`src/rtl/mux_arb_pkg.sv`:
```
`default_nettype none
// ============================================================================
//  Module  : mux_arb_pkg
//  Brief   : Shared arbitration-mode constants and select-width helper.
//  Rev     : 1.0  initial release
// ============================================================================
package mux_arb_pkg;

    localparam int MODE_FIXED = 0;
    localparam int MODE_RR    = 1;

    // Index width that never collapses to zero bits, even for tiny N.
    function automatic int sel_width(input int n);
        return (n > 1) ? $clog2(n) : 1;
    endfunction

endpackage
`default_nettype wire

```
`src/rtl/mux_arb_reg_rr_pick.sv`:
```
`default_nettype none
// ============================================================================
//  Module  : rr_pick
//  Brief   : First set bit of a valid vector, searching circularly from ptr.
//  Rev     : 1.0  initial release
// ============================================================================
module rr_pick
    import mux_arb_pkg::*;
#(
    parameter int N     = 4,
    parameter int SEL_W = sel_width(N)
) (
    input  logic [N-1:0]     i_valid,
    input  logic [SEL_W-1:0] i_ptr,
    output logic             o_found,
    output logic [SEL_W-1:0] o_idx
);

    // Scan offsets from the far end so the nearest hit to ptr is written last.
    always_comb begin
        logic [SEL_W-1:0] w_j;
        w_j     = '0;
        o_found = 1'b0;
        o_idx   = '0;
        for (int k = N - 1; k >= 0; k--) begin
            w_j = SEL_W'((int'(i_ptr) + k) % N);
            if (i_valid[w_j]) begin
                o_found = 1'b1;
                o_idx   = w_j;
            end
        end
    end

endmodule
`default_nettype wire

```
`src/rtl/mux_arb_reg.sv`:
```
`default_nettype none
// ============================================================================
//  Module  : mux_arb_reg
//  Brief   : N-way valid/ready arbiter-mux with a registered output stage.
//  Rev     : 1.0  initial release
// ============================================================================
module mux_arb_reg
    import mux_arb_pkg::*;
#(
    parameter int W     = 32,
    parameter int N     = 4,
    parameter int SEL_W = sel_width(N),
    parameter int MODE  = MODE_FIXED
) (
    input  logic             clk_in,
    input  logic             reset_in,
    input  logic [N-1:0]     req_valid_in,
    input  logic [N*W-1:0]   data_in,
    output logic [N-1:0]     req_ready_out,
    input  logic             force_en_in,
    input  logic [SEL_W-1:0] select_in,
    output logic [W-1:0]     data_out,
    output logic             valid_out,
    input  logic             ready_in,
    output logic [SEL_W-1:0] grant_out
);

    localparam logic [SEL_W-1:0] c_last_idx = SEL_W'(N - 1);

    logic [W-1:0]     r_data;
    logic             r_valid;
    logic [SEL_W-1:0] r_grant;
    logic [SEL_W-1:0] r_ptr;

    logic             w_load_ok;
    logic             w_arb_found;
    logic [SEL_W-1:0] w_arb_idx;
    logic             w_force_hit;
    logic             w_cand_valid;
    logic [SEL_W-1:0] w_cand_idx;
    logic             w_take;
    logic [W-1:0]     w_sel_data;

    assign w_load_ok = !r_valid || ready_in;

    // In fixed-priority mode r_ptr is held at 0, giving lowest-index-wins.
    rr_pick #(
        .N     (N),
        .SEL_W (SEL_W)
    ) u_pick (
        .i_valid (req_valid_in),
        .i_ptr   (r_ptr),
        .o_found (w_arb_found),
        .o_idx   (w_arb_idx)
    );

    // Out-of-range select values match no channel and so grant nothing.
    always_comb begin
        w_force_hit = 1'b0;
        for (int i = 0; i < N; i++) begin
            if (select_in == SEL_W'(i)) begin
                w_force_hit = req_valid_in[i];
            end
        end
    end

    assign w_cand_valid = force_en_in ? w_force_hit : w_arb_found;
    assign w_cand_idx   = force_en_in ? select_in   : w_arb_idx;
    assign w_take       = w_load_ok && w_cand_valid && !reset_in;

    always_comb begin
        w_sel_data    = '0;
        req_ready_out = '0;
        for (int i = 0; i < N; i++) begin
            if (w_cand_idx == SEL_W'(i)) begin
                w_sel_data       = data_in[i*W +: W];
                req_ready_out[i] = w_take;
            end
        end
    end

    always_ff @(posedge clk_in) begin
        if (reset_in) begin
            r_data  <= '0;
            r_valid <= 1'b0;
            r_grant <= '0;
        end else if (w_take) begin
            r_data  <= w_sel_data;
            r_valid <= 1'b1;
            r_grant <= w_cand_idx;
        end else if (w_load_ok) begin
            r_valid <= 1'b0;
        end
    end

    generate
        if (MODE == MODE_RR) begin : g_rr_ptr
            // Forced transfers do not disturb the fairness rotation.
            always_ff @(posedge clk_in) begin
                if (reset_in) begin
                    r_ptr <= '0;
                end else if (w_take && !force_en_in) begin
                    r_ptr <= (w_cand_idx == c_last_idx) ? '0 : w_cand_idx + 1'b1;
                end
            end
        end else begin : g_fixed_ptr
            always_ff @(posedge clk_in) begin
                r_ptr <= '0;
            end
        end
    endgenerate

    assign data_out  = r_data;
    assign valid_out = r_valid;
    assign grant_out = r_grant;

endmodule
`default_nettype wire

```
`config.mk`:
```
export PLATFORM = sky130hd
export DESIGN_NAME = mux_arb_reg
export DESIGN_NICKNAME = d
export VERILOG_FILES = /design/src/rtl/mux_arb_pkg.sv /design/src/rtl/mux_arb_reg_rr_pick.sv /design/src/rtl/mux_arb_reg.sv
export SDC_FILE = /design/constraint.sdc
export NUM_CORES = 1
export LEC_CHECK = 0
export ABC_AREA = 1
export BUFFER_PORTS_ARGS = -buffer_cell sky130_fd_sc_hd__buf_2
export CAP_MARGIN = 40
export CORE_ASPECT_RATIO = 0.6
export CORE_MARGIN = 2
export CORE_UTILIZATION = 42
export DETAILED_ROUTE_END_ITERATION = 6
export PLACE_DENSITY = 0.82
export SKIP_CTS_REPAIR_TIMING = 1
export SYNTH_ARGS = -nofsm -noshare
export SYNTH_HDL_FRONTEND = slang
export SYNTH_SLANG_ARGS = --single-unit
```
`constraint.sdc`:
```
create_clock -name clk_in -period 1.8 [get_ports clk_in]
set_clock_uncertainty 0.1 [all_clocks]
set_input_delay 0.27 -clock clk_in [delete_from_list [all_inputs] [get_ports clk_in]]
set_output_delay 0.27 -clock clk_in [all_outputs]
set_load 0.05 [all_outputs]
```
==> results.sh, run 1 <==
export IMPL_cp_arrival_ns=1.38
export IMPL_intPower_mw=1.51
export IMPL_synth_top_family_by_area="simple AND/OR/NAND/NOR gates"
export IMPL_yosys_area_share_simple_pct=48.2
export IMPL_post_place_ws_ns=-0.101
export IMPL_crit_path_end_kind="output pin"
export IMPL_detail_route_antenna_nets=0
export IMPL_r2r_setup_slack_ns=0.11
export IMPL_setup_slack_ns=0.0464
export IMPL_antenna_found_initial=0
export IMPL_die_h_microns=64.4
export IMPL_final_nets=773
export IMPL_synth_mux_area_fraction_pct=0
export IMPL_clock_sinks=35
export IMPL_synth_fa_ha_area_share_pct=0
export IMPL_max_freq_mhz=570
export IMPL_synth_cells=454
export IMPL_synth_top_cells_by_area="dfxtp_1 (27%), nand2_1 (19%), nand3_1 (13%)"
export IMPL_drv_slew=0
export IMPL_clk_latency_ns=0.28
export IMPL_wl_microns=9440
export IMPL_synth_edf_count=0
export IMPL_startpoint_type="flip-flop"
export IMPL_gr_total_overflow=0
export IMPL_viasPerCell=4.95
export IMPL_netlist_area_leader_share_pct=27.4
export IMPL_timing_rr_start="valid_out$_SDFFE_PP0P_"
export IMPL_vias=3541
export IMPL_cts_buffers=5
export IMPL_r2r_end="data_out[17]$_SDFFE_PP0P_"
export IMPL_synth_seq_cells=35
export IMPL_r2r_cells=11
export IMPL_drtPass1Iterations=4
export IMPL_syn_to_final_growth_pct=47.8
export IMPL_synth_most_common_cell="nand2_1"
export IMPL_syn_num_nets=592
export IMPL_finalHoldViolCount=0
export IMPL_antennaDiodeCount=0
export IMPL_hold_ws_ns=0.113
export IMPL_dpl_instance_area_sq_um=3620
export IMPL_start_util_pct=44.6
export IMPL_path_max_fanout=6
export IMPL_min_delay_path_class="input port to flip-flop"
export IMPL_ys_seq_area_share_pct=27.4
export IMPL_period_share_pct=97.4
export IMPL_die_area_sq_um=6750
export IMPL_synth_warnings=0
export IMPL_setup_viol=0
export IMPL_die_width_microns=105
export IMPL_design_core_area_sq_um=5730
export IMPL_synth_top_cell_by_area="dfxtp_1"
export IMPL_p_switching_mw=1.07
export IMPL_grt_pass1_vias=3227
export IMPL_async_reset_ff_share_pct=0
export IMPL_grt_usage_pct=26.5
export IMPL_grt_max_degree=36
export IMPL_port_buffers=176
export IMPL_seq_power_share_pct=34.8
export IMPL_crit_end="req_ready_out[0]"
export IMPL_power_frac_clock_pct=21.4
export IMPL_rows=21
export IMPL_rsz0062_at_grt="yes"
export IMPL_gp_congestion=0.891
export IMPL_worstSetupStartpoint="valid_out$_SDFFE_PP0P_"
export IMPL_grt_pass1_wl_microns=14600
export IMPL_htreeDepth=2
export IMPL_criticalPathCategory="flip-flop to output pin"
export IMPL_p_leak_nw=2.11
export IMPL_drv_cap=0
export IMPL_drc_errors=0
export IMPL_cts_buffer_depth=2
export IMPL_design_area_sq_um=3780
export IMPL_ys_top_cells_by_count="nand2_1 (127), nor2_1 (77), nand3_1 (66)"
export IMPL_place_hpwl_microns=7410
export IMPL_io_pins=177
export IMPL_status="finished clean"
export IMPL_synthXorXnorAreaFrac_pct=0
export IMPL_peakVddDrop_mv=0.347
export IMPL_netSwitchingFraction_pct=41.4
export IMPL_wire_per_inst_microns=13.2
export IMPL_cts_tree="done"
export IMPL_cts_root_buf="clkbuf_8"
export IMPL_synth_compound_area_share_pct=12.2
export IMPL_p_per_area_nw_per_um2=682
export IMPL_syn_cell_area_sq_um=2560
export IMPL_drive_above_1_share_pct=35.8
export IMPL_first_iter_violations=269
export IMPL_ys_types=20
export IMPL_max_slew_margin_rel_pct=73.3
export IMPL_required_ns=1.43
export IMPL_avgSynthCellArea_sq_um=5.63
export IMPL_ys_flop_type="dfxtp_1"
export IMPL_pwr_share_comb_pct=43.9
export IMPL_worst_pin_slew_ns=0.399
export IMPL_clk_pin_slew_worst_paths_ns=0.07
export IMPL_min_period_ns=1.75
## registers in the layout, indices dropped and copies added (netlist names)
name       flops
grant_out      2
valid_out      1
data_out      32
## power by group through the flow
stage               sequential [mW]  clock, mW  combinational (mW)
finish                        0.898      0.551                1.13
global route                  0.906      0.597                1.23
CTS                           0.897      0.558                1.10
detailed placement            0.914          0                1.10
global placement              0.911          0                1.08
floorplan                      1.18          0               0.462
## worst max-delay path, stage by stage, from the launching register on
cell and delay (ns):
dfxtp_4 0.35, a21oi_2 0.12, nand2_2 0.08, inv_2 0.10, nand2_8 0.08, nor3_4 0.18
buf_6 0.18
## final cells by class
class,instances,area (sq um)
clock buffer,7,76.3
clock inverter,1,5.00
fill,581,1950
inverter,46,175
multi-input combinational,347,1610
sequential,35,704
tap,80,100
timing repair buffer,200,1110
## how the worst min path moves through the flow
stage | from | to | slack, ns | cells after the start
after global placement | data_out[10]$_SDFFE_PP0P_ | data_out[10]$_SDFFE_PP0P_ | 0.35 | 2
after floorplan | data_in[107] | data_out[11]$_SDFFE_PP0P_ | 0.30 | 2
after CTS | data_in[114] | data_out[18]$_SDFFE_PP0P_ | 0.12 | 3
after global routing | data_in[119] | data_out[23]$_SDFFE_PP0P_ | 0.13 | 3
after detailed placement | data_out[10]$_SDFFE_PP0P_ | data_out[10]$_SDFFE_PP0P_ | 0.35 | 2
final | data_in[119] | data_out[23]$_SDFFE_PP0P_ | 0.11 | 3
## cells by family after synthesis
family / Yosys count
simple gates: 286
buf+inv: 72
compound gates: 61
flops: 35
## layout by cell type (no fill, tap or decap), types with 2 or more instances in the layout
cell	netlist	layout
a21oi_1	17	16
inv_1	45	44
nand2_4	2	2
nand3b_1	5	5
o21ai_0	42	42
dfxtp_1	35	34
nand2_1	127	124
buf_4	5	22
buf_2	12	172
a21oi_2	2	2
buf_12	0	2
buf_6	1	4
nor2_4	2	5
nor2_1	77	75
nand2_2	3	5
nand3_1	66	66
clkbuf_8	0	5
clkbuf_1	8	2
## per-layer routing
layer / vias to the layer above / part of all wire, % / track usage [%]
met1: 1569 / 42 / 33.6
met3: 9 / 10 / 6.24
met4: 0 / 0.63 / 5.00
li1: 1793 / - / -
met2: 170 / 47 / 46.6
met5: - / 0 / 0
## stage by stage
step | total power, mW | utilization [%] | setup TNS, ns | instances
final | 2.58 | 66.0 | 0 | 716
after global routing | 2.73 | 66.0 | -0.0252 | 716
after CTS | 2.56 | 64.7 | -0.452 | 713
after detailed placement | 2.01 | 63.2 | -0.354 | 705
after global placement | 2.00 | 63.2 | -0.128 | 705
after floorplan | 1.64 | - | -0.00615 | 454
(Power assumes the default switching activity.)
==> run 2, diff against run 1 <==
Settings changed: ABC_AREA 1 to 0, CORE_UTILIZATION 42 to 45, GPL_TIMING_DRIVEN from default to 0, HOLD_SLACK_MARGIN from default to 0.06, PLACE_DENSITY 0.82 to 0.83.
==> run 2 against run 1 <==
Against the previous run: the flow now finishes with violations (setup timing); hold slack improved by 0.031 ns; die area grew 12%; register-to-register slack about the same; combinational power grew 24%; non-clock buffer count is 46 higher; global-route usage increased by 3.8 points; critical endpoint unchanged; largest power group unchanged.
==> results.sh, run 2 <==
export IMPL_status="complete, but fails checks"
export IMPL_violations="setup timing"
export IMPL_rsz0062_at_grt="yes"
export IMPL_synth_seq_cells=35
export IMPL_p_leak_nw=2.09
export IMPL_drtPass1Iterations=5
export IMPL_port_buffers=175
export IMPL_numPlacedInstances=637
export IMPL_design_area_sq_um=4610
export IMPL_path_max_fanout=5
export IMPL_largest_reg_flops=32
export IMPL_r2r_setup_slack_ns=0.11
export IMPL_fin_util_pct=69.3
export IMPL_drv_cap=0
export IMPL_required_ns=1.43
export IMPL_p_per_area_nw_per_um2=708
export IMPL_die_h_microns=68.2
export IMPL_drc_errors=0
export IMPL_cpPeakStageDelay_ns=0.55
export IMPL_hold_depth=2
export IMPL_viasPerCell=6.18
export IMPL_dpl_instance_area_sq_um=4170
export IMPL_gr_total_overflow=0
export IMPL_crit_path_cell_trace="buf_6, or4_4, mux2_4, nand2_8, buf_12, nor3_4, buf_6"
export IMPL_gp_congestion=0.909
export IMPL_avgSynthCellArea_sq_um=8.24
export IMPL_rows=23
export IMPL_drive_above_1_share_pct=46.6
export IMPL_place_hpwl_microns=9300
export IMPL_cp_arrival_ns=1.69
export IMPL_drv_slew=0
export IMPL_wire_per_inst_microns=18.7
export IMPL_timing_rr_start="valid_out$_SDFFE_PP0P_"
export IMPL_setup_viol=5
export IMPL_min_delay_path_class="input port to flip-flop"
export IMPL_htreeDepth=2
export IMPL_slowest_stage="or4_4"
export IMPL_tns_ns=-1.02
export IMPL_cts_tree="done"
export IMPL_ys_flop_type="dfxtp_1"
export IMPL_fillers=541
export IMPL_synth_top_cells_by_area="dfxtp_1 (23%), a211oi_1 (15%), a2111oi_0 (13%)"
export IMPL_syn_num_nets=513
export IMPL_stdcell_count=660
export IMPL_setup_slack_ns=-0.257
export IMPL_final_nets=710
export IMPL_grt_pass1_wl_microns=18200
export IMPL_clk_pin_slew_worst_paths_ns=0.06
export IMPL_cts_buffers=5
export IMPL_first_iter_violations=341
export IMPL_criticalPathCategory="input port to output pin"
export IMPL_r2r_cells=7
export IMPL_syn_cell_area_sq_um=3090
export IMPL_die_width_microns=111
export IMPL_cp_buffers_inverters=3
export IMPL_start_util_pct=46.5
export IMPL_antenna_found_initial=0
export IMPL_synth_edf_count=0
export IMPL_synth_warnings=0
export IMPL_post_place_ws_ns=-0.578
export IMPL_worst_pin_slew_ns=0.517
export IMPL_layout_commonest_cell="buf_2"
export IMPL_worstHoldStart="reset_in"
export IMPL_worstHoldEndpoint="valid_out$_SDFFE_PP0P_"
export IMPL_power_total_mw=3.26
export IMPL_period_share_pct=114
export IMPL_ys_top_cells_by_count="inv_1 (66), a211oi_1 (63), a2111oi_0 (45)"
export IMPL_io_pins=177
export IMPL_hold_ws_ns=0.143
export IMPL_layout_common_cells="buf_2 (181), inv_1 (66), a211oi_1 (59), dfxtp_1 (34), o211ai_1 (32)"
export IMPL_ys_seq_area_share_pct=22.7
export IMPL_startpoint_type="input port"
export IMPL_grt_max_degree=12
export IMPL_synth_top_cell_by_area="dfxtp_1"
export IMPL_peakVddDrop_mv=0.406
export IMPL_wl_microns=12300
export IMPL_clk_latency_ns=0.28
export IMPL_cp_top_family="simple AND/OR/NAND/NOR gates"
export IMPL_finalHoldViolCount=0
export IMPL_min_period_ns=2.06
export IMPL_r2r_end="data_out[6]$_SDFFE_PP0P_"
export IMPL_design_core_area_sq_um=6650
export IMPL_die_area_sq_um=7570
export IMPL_grt_met3_usage_pct=6.47
export IMPL_antennaDiodeCount=0
export IMPL_crit_path_end_kind="output pin"
export IMPL_async_reset_ff_share_pct=0
export IMPL_cts_buffer_depth=2
export IMPL_grt_util_met2_pct=48.8
export IMPL_ys_types=32
export IMPL_grt_usage_pct=30.3
export IMPL_synth_most_common_cell="inv_1"
export IMPL_cts_root_buf="clkbuf_16"
export IMPL_vias=4076
export IMPL_netlist_area_leader_share_pct=22.7
export IMPL_detail_route_antenna_nets=0
export IMPL_grt_pass1_vias=3645
export IMPL_syn_to_final_growth_pct=49.0
export IMPL_clock_sinks=35
export IMPL_max_freq_mhz=486
export IMPL_synth_cells=375
export IMPL_grt_busiest_layer="met2"
export IMPL_cp_common_cell="buf_6"
export IMPL_grt_use_met1_pct=42.7
export IMPL_max_slew_margin_rel_pct=64.6
run 2: cell count changes after synthesis, moves of 14 or more:
cell,before,now
o21ai_0,42,0
nand2_1,127,1
nand3_1,66,0
a2111oi_1,0,18
clkbuf_1,8,26
a21oi_1,17,3
a211oi_1,0,63
inv_1,45,66
nor2_1,77,2
a2111oi_0,0,45
o211ai_1,0,32
o31ai_1,0,31
run 2: cells by family after synthesis:
logic type	count (synthesis)	synth area share, %
muxes	3	1.94
DFF	35	22.7
AOI/OAI and AO/OA	201	53.7
and+or+nand+nor	14	3.24
buffers and inverters	122	18.4
run 2: cell type report:
type                       instances  area [sq um]  area share [%]
buffer                            56           375            8.15
tap                               87           109            2.36
sequential                        35           704            15.3
inverter                          66           248            5.38
clock inverter                     1          7.51           0.163
timing repair buffer             190          1050            22.8
multi-input combinational        218          1960            42.6
clock buffer                       7           153            3.31
run 2: routing by layer:
| metal | vias up | wire length, microns |
|---|---|---|
| li1 | 1898 | - |
| met1 | 1906 | 5460 |
| met2 | 261 | 5390 |
| met3 | 11 | 1390 |
| met4 | 0 | 85 |
| met5 | - | 0 |
run 2: power breakdown:
| part | total, mW | internal [mW] | switching [mW] |
|---|---|---|---|
| Sequential | 0.922 | 0.868 | 0.0542 |
| Combinational | 1.40 | 0.500 | 0.899 |
| Clock | 0.942 | 0.589 | 0.353 |
| Total | 3.26 | 1.96 | 1.31 |
run 2: worst max-delay path by stage:
stage,cells after the start,endpoint,start,slack [ns]
after floorplan,6,req_ready_out[3],force_en_in,-0.16
final,7,req_ready_out[0],req_valid_in[2],-0.26
after global placement,7,req_ready_out[2],req_valid_in[2],-0.55
after CTS,7,req_ready_out[0],req_valid_in[2],-0.58
after global routing,7,req_ready_out[0],req_valid_in[2],-0.28
after detailed placement,7,req_ready_out[0],req_valid_in[2],-0.58
==> run 3, diff against run 2 <==
Settings changed: ABC_AREA 0 to 1, CORE_UTILIZATION 45 to 42, PLACE_DENSITY 0.83 to 0.82.
==> run 3 against run 2 <==
Against the previous run: the flow still finishes with violations (setup timing); wire length shrank 19%; hold slack lost 0.031 ns; clock power shrank 40%; critical path depth is the same; fmax grew 14%; setup slack gained 0.25 ns; non-clock buffer count shrank 32; count of clock-buffer cells in the layout is the same; highest routed layer unchanged; via count shrank 11%; first-iteration DRC count grew 1.8%; largest cell class unchanged; combinational power shrank 16%.
==> results.sh, run 3 (synthesis results as in run 1) <==
export IMPL_design_area_sq_um=3870
export IMPL_r2r_cells=9
export IMPL_antenna_found_initial=0
export IMPL_layout_commonest_cell="buf_2"
export IMPL_dpl_instance_area_sq_um=3570
export IMPL_gr_total_overflow=0
export IMPL_rsz0062_at_grt="yes"
export IMPL_port_buffers=175
export IMPL_wl_microns=9970
export IMPL_peakVddDrop_mv=0.367
export IMPL_path_max_fanout=7
export IMPL_rows=21
export IMPL_gp_congestion=0.920
export IMPL_fillers=566
export IMPL_p_per_area_nw_per_um2=677
export IMPL_startpoint_type="flip-flop"
export IMPL_power_total_mw=2.62
export IMPL_status="complete, but fails checks"
export IMPL_multi_input_area_sq_um=1620
export IMPL_cts_buffers=5
export IMPL_cts_tree="done"
export IMPL_clk_latency_ns=0.28
export IMPL_period_share_pct=100
export IMPL_drc_errors=0
export IMPL_max_slew_margin_rel_pct=64.2
export IMPL_min_period_ns=1.81
export IMPL_place_hpwl_microns=7710
export IMPL_finalHoldViolCount=0
export IMPL_cts_root_buf="clkbuf_8"
export IMPL_worstHoldEndpoint="data_out[23]$_SDFFE_PP0P_"
export IMPL_r2r_setup_slack_ns=0.21
export IMPL_final_nets=787
export IMPL_drtPass1Iterations=5
export IMPL_clk_pin_slew_worst_paths_ns=0.07
export IMPL_grt_usage_pct=28.1
export IMPL_worstHoldStart="data_in[119]"
export IMPL_min_delay_path_class="input port to flip-flop"
export IMPL_drv_slew=0
export IMPL_largest_reg_flops=32
export IMPL_start_util_pct=44.6
export IMPL_cts_buffer_depth=2
export IMPL_setup_viol=1
export IMPL_first_iter_violations=347
export IMPL_vias=3627
export IMPL_drv_cap=0
export IMPL_wire_per_inst_microns=13.7
export IMPL_die_area_sq_um=6750
export IMPL_viasPerCell=4.97
export IMPL_design_core_area_sq_um=5730
export IMPL_fin_util_pct=67.6
export IMPL_criticalPathCategory="flip-flop to output pin"
export IMPL_grt_pass1_vias=3241
export IMPL_drive_above_1_share_pct=36.5
export IMPL_antennaDiodeCount=0
export IMPL_detail_route_antenna_nets=0
export IMPL_io_pins=177
export IMPL_layout_common_cells="buf_2 (181), nand2_1 (124), nor2_1 (75), nand3_1 (66), inv_1 (44)"
export IMPL_max_freq_mhz=553
export IMPL_violations="setup timing"
export IMPL_r2r_end="data_out[4]$_SDFFE_PP0P_"
export IMPL_p_leak_nw=2.17
export IMPL_setup_slack_ns=-0.00805
export IMPL_hold_depth=3
export IMPL_syn_to_final_growth_pct=51.4
export IMPL_seqCellArea_sq_um=704
export IMPL_required_ns=1.43
export IMPL_htreeDepth=2
export IMPL_grt_pass1_wl_microns=15300
export IMPL_crit_path_end_kind="output pin"
export IMPL_die_width_microns=105
export IMPL_cp_arrival_ns=1.44
export IMPL_clock_sinks=35
export IMPL_grt_max_degree=11
export IMPL_die_h_microns=64.4
export IMPL_worst_pin_slew_ns=0.537
export IMPL_timing_rr_start="valid_out$_SDFFE_PP0P_"
export IMPL_hold_ws_ns=0.113
[run 3: changes by cell type in the layout (fill, tap and decap cells not counted), moves of 25 or more]
cell / previous run / this run
o31ai_1: 31 / 0
o211ai_1: 32 / 0
nand2_1: 1 / 124
o21ai_0: 0 / 42
a2111oi_0: 31 / 0
a2111oi_1: 25 / 0
a211oi_1: 59 / 0
nand3_1: 0 / 66
nor2_1: 1 / 75
[run 3: how the worst max path moves through the flow]
| stage | start | to |
|---|---|---|
| CTS | force_en_in | req_ready_out[2] |
| global placement | force_en_in | req_ready_out[2] |
| global route | valid_out$_SDFFE_PP0P_ | req_ready_out[0] |
| detailed placement | force_en_in | req_ready_out[2] |
| floorplan | valid_out$_SDFFE_PP0P_ | req_ready_out[0] |
| finish | valid_out$_SDFFE_PP0P_ | req_ready_out[0] |
[run 3: cell type report]
type,instances,area share [%]
Multi-Input combinational cell,347,41.9
Timing Repair Buffer,189,26.3
Sequential cell,35,18.2
Buffer,25,4.46
Inverter,46,4.46
Tap cell,80,2.58
Clock buffer,7,1.97
Clock inverter,1,0.129
[run 3: critical path: stages (launching register included)]
cell and delay, ns:
dfxtp_4 0.35, a21oi_2 0.12, nand2_2 0.09, inv_2 0.07, nand2_4 0.08, buf_12 0.15
nor3_4 0.12, buf_6 0.18
[run 3: per-layer routing]
layer  up-vias  global-route usage, %  wire length (microns)
met5         -                      0                      0
met4         0                   5.33                    106
met3        14                   6.04                   1030
met2       187                   45.3                   4410
met1      1602                   39.1                   4430
li1       1824                      -                      -
[run 3: through the flow]
| step | cells | setup WS, ns | TNS, ns |
|---|---|---|---|
| 3_3_place_gp | 709 | -0.472 | -3.88 |
| 4_1_cts | 717 | -0.513 | -1.46 |
| 5_1_grt | 730 | -0.0855 | -0.243 |
| 3_5_place_dp | 709 | -0.513 | -5.61 |
| 6_report | 730 | -0.00805 | -0.00805 |
| 2_1_floorplan | 454 | -0.00615 | -0.00615 |
[run 3: power breakdown]
| part | switching, mW | internal, mW | leakage, nW |
|---|---|---|---|
| Sequential | 0.0411 | 0.853 | 0.289 |
| Clock | 0.289 | 0.272 | 0.0422 |
| Combinational | 0.766 | 0.400 | 1.84 |
